<file path="config.mk">
export PLATFORM = sky130hd
export DESIGN_NAME = fp_norm_round_pack
export DESIGN_NICKNAME = d
export VERILOG_FILES = /design/src/rtl/fp_norm_round_pack.sv
export SDC_FILE = /design/constraint.sdc
export NUM_CORES = 1
export LEC_CHECK = 0
export ABC_AREA = 0
export CORE_MARGIN = 2
export CORE_UTILIZATION = 53
export CTS_CLUSTER_DIAMETER = 150
export DETAILED_ROUTE_END_ITERATION = 8
export GPL_ROUTABILITY_DRIVEN = 0
export PLACE_DENSITY_LB_ADDON = 0.08
export SETUP_SLACK_MARGIN = 0.05
export SYNTH_ARGS = -nofsm -noshare
export SYNTH_HDL_FRONTEND = slang
export SYNTH_SLANG_ARGS = --single-unit
</file>
<file path="constraint.sdc">
create_clock -name clk -period 2.8 [get_ports clk]
set_clock_uncertainty 0.05 [all_clocks]
set_input_delay 0.56 -clock clk [delete_from_list [all_inputs] [get_ports clk]]
set_output_delay 0.56 -clock clk [all_outputs]
set_load 0.01 [all_outputs]
</file>
<file path="src/rtl/fp_norm_round_pack.sv">
// Normalize/round/pack stage behind the single-precision mantissa adder.
// Normalizes one bit per cycle, rounds to nearest-even, emits a binary32 word.
//
// state | meaning
// IDLE  | waiting for an operand, in_ready high
// NORM  | one normalizing shift (right or left) per cycle
// ROUND | round-to-nearest-even and pack
// OUT   | result held until out_ready
module fp_norm_round_pack #(
  parameter int MANT_W = 26,
  parameter int EXP_W  = 8
) (
  input  logic              clk,
  input  logic              rst,
  input  logic              in_valid,
  output logic              in_ready,
  input  logic [MANT_W-1:0] in_mant,
  input  logic [EXP_W-1:0]  in_exp,
  input  logic              in_sign,
  input  logic              in_sticky,
  output logic              out_valid,
  input  logic              out_ready,
  output logic [31:0]       out_result,
  output logic              out_inexact,
  output logic              out_overflow,
  output logic              out_underflow
);

  typedef enum logic [1:0] {IDLE, NORM, ROUND, OUT} state_t;

  state_t            state;
  logic [MANT_W-1:0] m;
  logic [EXP_W-1:0]  e;
  logic              s;
  logic              t;

  logic              g;
  logic              up;
  logic [MANT_W-2:0] r;
  logic [EXP_W-1:0]  pack_exp;
  logic [22:0]       pack_frac;
  logic              pack_ovf;
  logic              pack_ix;

  assign in_ready = (state == IDLE);

  always_comb begin
    g         = m[0];
    up        = g & (t | m[1]);
    r         = {1'b0, m[MANT_W-2:1]} + {{(MANT_W-2){1'b0}}, up};
    pack_exp  = e;
    pack_frac = r[22:0];
    pack_ovf  = 1'b0;
    pack_ix   = g | t;
    if (r[MANT_W-2]) begin
      pack_frac = '0;
      if (e == EXP_W'(254)) begin
        pack_exp = '1;
        pack_ovf = 1'b1;
      end else begin
        pack_exp = e + EXP_W'(1);
      end
    end else if (e == EXP_W'(1) && !r[MANT_W-3]) begin
      // denormal: hidden bit still clear after rounding
      pack_exp = '0;
    end
  end

  always_ff @(posedge clk or posedge rst) begin
    if (rst) begin
      state         <= IDLE;
      m             <= '0;
      e             <= '0;
      s             <= 1'b0;
      t             <= 1'b0;
      out_valid     <= 1'b0;
      out_result    <= '0;
      out_inexact   <= 1'b0;
      out_overflow  <= 1'b0;
      out_underflow <= 1'b0;
    end else begin
      case (state)
        IDLE: begin
          if (in_valid) begin
            m <= in_mant;
            e <= in_exp;
            s <= in_sign;
            t <= in_sticky;
            if (in_mant == '0 && !in_sticky) begin
              out_result    <= '0;
              out_inexact   <= 1'b0;
              out_overflow  <= 1'b0;
              out_underflow <= 1'b0;
              out_valid     <= 1'b1;
              state         <= OUT;
            end else begin
              state <= NORM;
            end
          end
        end
        NORM: begin
          if (m[MANT_W-1]) begin
            m <= m >> 1;
            t <= t | m[0];
            e <= e + EXP_W'(1);
            if (e == EXP_W'(254)) begin
              out_result    <= {s, 8'hFF, 23'b0};
              out_inexact   <= 1'b1;
              out_overflow  <= 1'b1;
              out_underflow <= 1'b0;
              out_valid     <= 1'b1;
              state         <= OUT;
            end
          end else if (!m[MANT_W-2] && e > EXP_W'(1)) begin
            m <= m << 1;
            e <= e - EXP_W'(1);
          end else begin
            state <= ROUND;
          end
        end
        ROUND: begin
          out_result    <= {s, pack_exp, pack_frac};
          out_inexact   <= pack_ix;
          out_overflow  <= pack_ovf;
          out_underflow <= pack_ix & (pack_exp == '0);
          out_valid     <= 1'b1;
          state         <= OUT;
        end
        OUT: begin
          if (out_ready) begin
            out_valid <= 1'b0;
            state     <= IDLE;
          end
        end
        default: state <= IDLE;
      endcase
    end
  end

endmodule

</file>
# After elaboration in Yosys (flattened, before gate mapping)
# Index checks and enable logic that the tools add are counted.
# totals
input_bits	40
wordCells	92
ff_bits	74
# op_classes
reduce_logical	18
eq_ne	13
n_bitwise	4
add_sub_neg	3
n_mux	42
magnitude_cmp	1
# op_table
cell	count
32-bit two-way mux	4
32-bit case mux with 3 select lines	1
26-bit two-way mux	3
26-bit case mux with 2 select lines	1
8-bit two-way mux	6
26-bit zero test	1
24-bit by 1-bit adder with 25-bit output	1
23-bit two-way mux	1
8-bit case mux with 2 select lines	1
1-bit two-way mux	13
2-bit two-way mux	6
5-bit AND reduction	2
3-bit != test, second input constant	3
1-bit case mux with 3 select lines	3
8-bit by 1-bit adder with 8-bit output, second input constant	1
8-bit by 1-bit == test with 1-bit output, second input constant	1
8-bit == test, second input constant	1
8-bit by 1-bit > comparator with 1-bit output, second input constant	1
8-bit zero test	1
2-bit != test, second input constant	4
2-bit case mux with 4 select lines	1
8-bit by 1-bit subtractor with 8-bit output, second input constant	1
3-bit AND reduction	2
2-bit == test, second input constant	2
other kinds (13)	20

# Logic depth before layout (Yosys ltp)
# Gate-level depths: netlist of run 1.
# depth
word_depth	10
ltp_mapped	10
ltp_nobuf	8

# Worst setup path after synthesis of run 1
# No wires, ideal clock.
# synth_path
path_kind	input to register
startpoint	in in_mant[19]
endpoint	reg out_result[10]
required_time_ps	2667
setup_slack_ps	516
stages	7
t_arrival_ps	2152
path_cell_list	nor4_1 > nand4_1 > o31ai_1 > nand3b_1 > or3_1 > clkbuf_1 > o21ai_0
# synth_between
elab_chain_len	4
# synth_lines
element	line	rtl
from (decl)	17	input logic [MANT_W-1:0] in_mant,
26-bit zero test	89	if (in_mant == '0 && !in_sticky) begin
1-bit logical AND	89	
2-bit by 1-bit != test with 1-bit output (no line)	n/a	
5-bit AND reduction (no line)	n/a	
to (signal assigned)	107	out_result <= {s, 8'hFF, 23'b0};
to (signal assigned)	122	out_result <= {s, pack_exp, pack_frac};
to (decl)	23	output logic [31:0] out_result,
# Every way passes these cells.
# A chain may end at the register's enable or synchronous reset.

# Final worst setup path of run 1
# layout_path
startpoint	in in_mant[19]
endpoint	reg out_result[16]
# Same word-level chain as after synthesis.

==> results of run 1 <==
## power by group through the flow
stage               registers (mW)  clock network, mW  logic [mW]
global route                  2.16              0.813        4.11
CTS                           2.07              0.775        3.63
finish                        2.08              0.768        3.70
global placement              2.06                  0        3.53
detailed placement            2.09                  0        3.61
floorplan                     1.91                  0        2.55
## path summary, 6_finish.rpt
kind | start | slack (ns) | to
setup / recovery | in_mant[19] | 0.16 | out_result[16]
hold / removal | out_result[20] | 0.43 | out_result[20]
setup reg to reg | e[1] | 0.25 | m[1]
hold reg to reg | out_result[20] | 0.43 | out_result[20]
max in group asynchronous | rst | 1.79 | m[22]
min in group asynchronous | rst | 0.56 | e[4]
## repair_timing
action | CTS | global route
endpoints found under the setup margin | 20 | 39
gates resized for setup | 1 | 13
pin swaps | 0 | 3
gates cloned | 0 | 0
buffers inserted | 0 | 1
## per-layer routing
metal / up-vias / share of wire, %
met2: 182 / 45
met4: 0 / 1.0
met5: - / 0
li1: 2241 / -
met3: 10 / 6.7
met1: 2205 / 47
## registers in the layout, indices dropped and copies added, names as in the netlist
| name | cells |
|---|---|
| t | 1 |
| e | 8 |
| out_valid | 1 |
| m | 26 |
| out_underflow | 1 |
| out_result | 32 |
| out_inexact | 1 |
| s | 1 |
| out_overflow | 1 |
| state | 2 |
## cells in the final DEF, fill, tap and decap left out, drive strengths merged, types with 17 or more instances in the layout
master,n
nand2,83
clkdlybuf4s50,76
dfrtp,74
o21ai,59
nor2,53
buf,43
and3,33
o31ai,27
a211oi,25
inv,17
## critical path: cells and delay by family
family | cells | cell delay [ns]
AND/OR/NAND/NOR | 4 | 1.05
buffers and inverters | 3 | 0.80
AO/OA/AOI/OAI | 2 | 0.44
## final cells by class
class | instances | area share, %
multi-input cells | 442 | 45.14
flip-flops and latches | 74 | 30.48
repair buffers | 119 | 18.25
well taps | 108 | 2.224
clock buffers | 9 | 2.039
inverters | 16 | 0.9885
clock inverters | 7 | 0.8855
## stage by stage
stage	area, µm²	util [%]	hold slack, ns	setup TNS (ns)	setup WS, ns
after floorplan	4800	-	0.4293	0	0.3084
after global placement	5838	66.62	0.4116	-3.024	-0.1148
after detailed placement	5838	66.62	0.4222	-9.320	-0.3562
after CTS	6021	68.70	0.4407	0	0.08209
after global routing	6076	69.33	0.4611	0	0.02529
final	6076	69.33	0.4325	0	0.1625
## cell families (layout without fill, tap and decap cells)
group	after synthesis	count (layout)	synth area share (%)
adders and majority gates	10	10	2.607
DFF	74	74	38.58
buffers and inverters	61	151	5.370
AOI/OAI and AO/OA	157	157	21.27
xor gates and xnor gates	26	26	4.745
and+or+nand+nor	238	238	25.00
muxes	11	11	2.424
==> run metrics, run 1 <==
peak supply drop=703.3 µV; M2 GR Usage=41.22%; final non-filler cell total=775; GRT Max-Usage Layer=met1; Reg power frac=31.8%; Rows=34; number of synthesized flops with an enable pin=0; average size of a mapped cell=8.318 µm²; Int Power=3.434 mW; global-route wire length before repair=21900 µm; port bufs=76; Global Route Usage Sum=27.31%; Final Power=6.548 mW; min Tclk post-route=2.638 ns; period utilization=94.20%; 1st-iter DRT viols=455; Relative slew margins=72.23%; Slew Viols, Final=0; worst endpoint data arrival time=2.86 ns; initial antenna violation count=0; Synth area leader=dfrtp_1; post-DP HPWL=9195 µm; crit-path most repeated cell=buf_4; # nets final=712; YS warnings=0; dpl cells=758; Overflow after GRT=0; slowest CP cell=clkdlybuf4s50_1; final number of hold-violating endpoints=0; R2R cell count=8; CTS tree=built; Peak Freq=0.3791 GHz; Seq cells post-synth=74; largest net degree at the start of global routing=75; Mapped Cells=577; crit-path max cell delay=0.44 ns; met1 usage=42.56%; footprint of the multi-input gates=2743 µm²; drt total wl=12970 µm; Die Ht=99.16 µm; DIE AREA=9833 µm²; RSZ-0062 raised after global routing=true; max-cap violations=0; Die W=99.16 µm; cts hold-fix bufs=0; Initial Util=54.77%; most common cell in the netlist=nand2_1; CTS Buffer Depth=2; final setup vio count=0; IO Pins=77; clock share of power=11.7%; antenna diode count=0; Worst-Skew Late Latency=0.35 ns; Startpoint Class=input port; Sw Share=47.56%; DRT Pass-1 Iters=5; CTS Buf Count=9; DRC Markers=0; top_reg_cell synth=dfrtp_1; worst-path cell chain=clkdlybuf4s50_1 > nor4_2 > buf_4 > nand4_1 > o31ai_4 > nand3b_1 > or3_1 > buf_4 > o21ai_0; HP Class=reg2reg; vias in the first global route=4427; Sw Pwr=3.114 mW; Leak=2.552 nW; Synth cell types=55; most instantiated cells after synthesis=83 x nand2_1, 74 x dfrtp_1, 57 x o21ai_0; post-synthesis sequential area ratio=38.58%; H-tree depth=3; Synth-to-Final Area Change=26.59%; cell depth of the worst hold path=2; Filler cells=735; Worst-Margin Slew=0.4166 ns; proportion of power drawn by combinational gates=56.5%; Required @ worst endpoint=3.02 ns; routed vias/inst=5.985; Sequential Area=1852 µm²; critical path capture point type=flip-flop; clock-pin slew on the worst setup and hold paths=0.09 ns; Mapped Nets=627; antenna-violating nets left=0; Yosys top cell area share=38.58%; core region area=8763 µm²; met3 Resource Use GR=3.092%; Pwr Density=1078 nW/µm²; status=finished clean; via count=4638; Synth async-reset ratio=100.0%; Post-Syn Area=4800 µm²; CP max FO=22; clock root buffer=clkbuf_8; # clock sinks=74; Crit Path Class=in2reg; top area cells in the synthesized netlist=dfrtp_1 39%, nand2_1 6.5%, o21ai_0 5.9%, and3_1 4.3%, o31ai_1 4.2%; Avg WL per Cell=16.73 µm; layout cells sized above 1=12.59%
No activity file was read; power rests on OpenSTA's default activity.
==> run 2, diff against run 1 <==
- ABC_CLOCK_PERIOD_IN_PS: default -> 2800
- GPL_ROUTABILITY_DRIVEN: 0 -> default
==> run 2 against run 1 <==
- global-route usage increased by 0.57 points
- wire length up 3.1%
- first-iteration DRC count down 29%
- power increased by 1.0%
- critical path depth did not move
- non-clock buffer count is 3 higher
- critical path type unchanged
- critical endpoint is now out_result[15]
- highest routed layer unchanged
==> run metrics, run 2 (same netlist as run 1, synthesis figures left out) <==
crit-path most repeated cell=buf_4 (unchanged); DIE AREA=9833 µm² (unchanged); # clock sinks=74 (unchanged); max FFs per register=32 (unchanged); status=finished clean (unchanged); post-DP HPWL=9775 µm (was 9195 µm); CP max FO=22 (unchanged); Global Route Usage Sum=27.89% (was 27.31%); crit-path max cell delay=0.44 ns (about the same); clock-pin slew on the worst setup and hold paths=0.08 ns (was 0.09 ns); layout cells sized above 1=12.84% (was 12.59%); # nets final=715 (was 712); footprint of the multi-input gates=2721 µm² (was 2743 µm²); RSZ-0062 raised after global routing=true (unchanged); worst-path cell chain=clkdlybuf4s50_1 > nor4_2 > buf_4 > nand4_1 > o31ai_2 > nand3b_1 > or3_1 > buf_4 > o21ai_0 (was clkdlybuf4s50_1 > nor4_2 > buf_4 > nand4_1 > o31ai_4 > nand3b_1 > or3_1 > buf_4 > o21ai_0); WHS=0.4305 ns (was 0.4325 ns); Slew Viols, Final=0 (unchanged); CTS Buffer Depth=2 (unchanged); Required @ worst endpoint=3.02 ns (about the same); Top delay family on crit path=simple AND/OR/NAND/NOR gates (unchanged); Peak Freq=0.3811 GHz (was 0.3791 GHz); worst endpoint data arrival time=2.84 ns (was 2.86 ns); max-cap violations=0 (unchanged); HP Class=reg2reg (unchanged); Most flops, register=out_result (unchanged); core region area=8763 µm² (unchanged); vias in the first global route=4503 (was 4427); RePlAce Congestion=0.8825; initial antenna violation count=0 (unchanged); 1st-iter DRT viols=321 (was 455); final number of hold-violating endpoints=0 (unchanged); routed vias/inst=6.037 (was 5.985); slowest CP cell=clkdlybuf4s50_1 (unchanged); CTS Buf Count=9 (unchanged); port bufs=76 (unchanged); commonest non-fill, non-tap cells in the layout=83 x nand2_1, 76 x clkdlybuf4s50_1, 74 x dfrtp_1 (unchanged); period utilization=93.72% (was 94.20%); via count=4697 (was 4638); Overflow after GRT=0 (unchanged); commonest non-fill, non-tap cell in the layout=nand2_1 (unchanged); CTS tree=built (unchanged); critical path capture point type=flip-flop (unchanged); Worst-Skew Late Latency=0.35 ns (about the same); setup TNS=0 ns (unchanged); IO Pins=77 (unchanged); Die W=99.16 µm (unchanged); min Tclk post-route=2.624 ns (was 2.638 ns); global-route wire length before repair=22110 µm (was 21900 µm); DRC Markers=0 (unchanged); pre-CTS setup slack=-0.3448 ns (was -0.3562 ns); final setup vio count=0 (unchanged); Startpoint Class=input port (unchanged); Initial Util=54.77% (unchanged); Pwr Density=1086 nW/µm² (was 1078 nW/µm²); Avg WL per Cell=17.19 µm (was 16.73 µm); WP buf/inv=3 (unchanged); drt total wl=13380 µm (was 12970 µm); clock root buffer=clkbuf_8 (unchanged); antenna-violating nets left=0 (unchanged); Filler cells=722 (was 735); Sequential Area=1852 µm² (unchanged); H-tree depth=3 (unchanged); peak supply drop=991.0 µV (was 703.3 µV); Die Ht=99.16 µm (unchanged); DRT Pass-1 Iters=5 (unchanged); Relative slew margins=46.42% (was 72.23%); Crit Path Class=in2reg (unchanged); antenna diode count=0 (unchanged); biggest regs=out_result (32), m (26), e (8) (unchanged); largest net degree at the start of global routing=51 (was 75); Rows=34 (unchanged); Synth-to-Final Area Change=26.88% (was 26.59%); Leak=2.577 nW (was 2.552 nW); Worst-Margin Slew=0.8025 ns (was 0.4166 ns); Final WS setup=0.1759 ns (was 0.1625 ns)
-- run 2: cell types whose count changed in the layout (fill, tap and decap cells not counted), sizes merged --
cell      change
clkinv        -1
clkbuf        +3
buf           +3
inv           -1
clkinvlp      -1
-- run 2: power by group --
group	leakage [nW]	total [mW]	switching (mW)	internal (mW)
Clock	0.0944	0.801	0.409	0.392
Combinational	1.53	3.73	2.12	1.60
Sequential	0.955	2.09	0.587	1.50
-- run 2: path summary, 6_finish.rpt --
check	startpoint	cells past startpoint	end	slack (ns)
setup / recovery	in_mant[19]	9	out_result[15]	0.18
hold / removal	out_overflow	2	out_overflow	0.43
setup reg to reg	e[3]	6	e[2]	0.26
hold reg to reg	out_overflow	2	out_overflow	0.43
max in group asynchronous	rst	3	m[24]	1.40
min in group asynchronous	rst	2	out_result[30]	0.64
-- run 2: per-stage QoR --
step           area (µm²)  power, mW  instances  util, %
4_1_cts              6065      6.554        778    69.20
5_1_grt              6090      7.116        778    69.49
3_3_place_gp         5868      5.619        762    66.96
2_1_floorplan        4800      4.458        577        -
3_5_place_dp         5868      5.737        762    66.96
6_report             6090      6.616        778    69.49
-- run 2: area by class of cell --
| class | count | area share, % |
|---|---|---|
| Clock buffer | 12 | 2.712 |
| Tap cell | 108 | 2.219 |
| Inverter | 16 | 0.9862 |
| Sequential cell | 74 | 30.41 |
| Clock inverter | 4 | 0.4109 |
| Timing Repair Buffer | 122 | 18.57 |
| Multi-Input combinational cell | 442 | 44.69 |
-- run 2: per-layer routing --
metal	GRT usage (%)	vias to the layer above	routed length, µm
met5	0	-	0
met4	9.378	0	186
met3	3.092	16	831
met2	41.16	206	5961
met1	42.85	2234	6397
li1	-	2241	-
-- run 2: timing repair --
| action | CTS | global route |
|---|---|---|
| gates resized for setup | 1 | 15 |
| pin swaps | 0 | 2 |
| hold buffers | 0 | 0 |
| setup buffers | 0 | 0 |
| setup endpoints to repair | 2 | 29 |
-- run 2: tightest hold or removal path: cells and delay by family (launching register included) --
family             cells  cell delay (ns)
AOI/OAI and AO/OA      1             0.06
and+or+nand+nor        1             0.05
DFF                    1             0.34
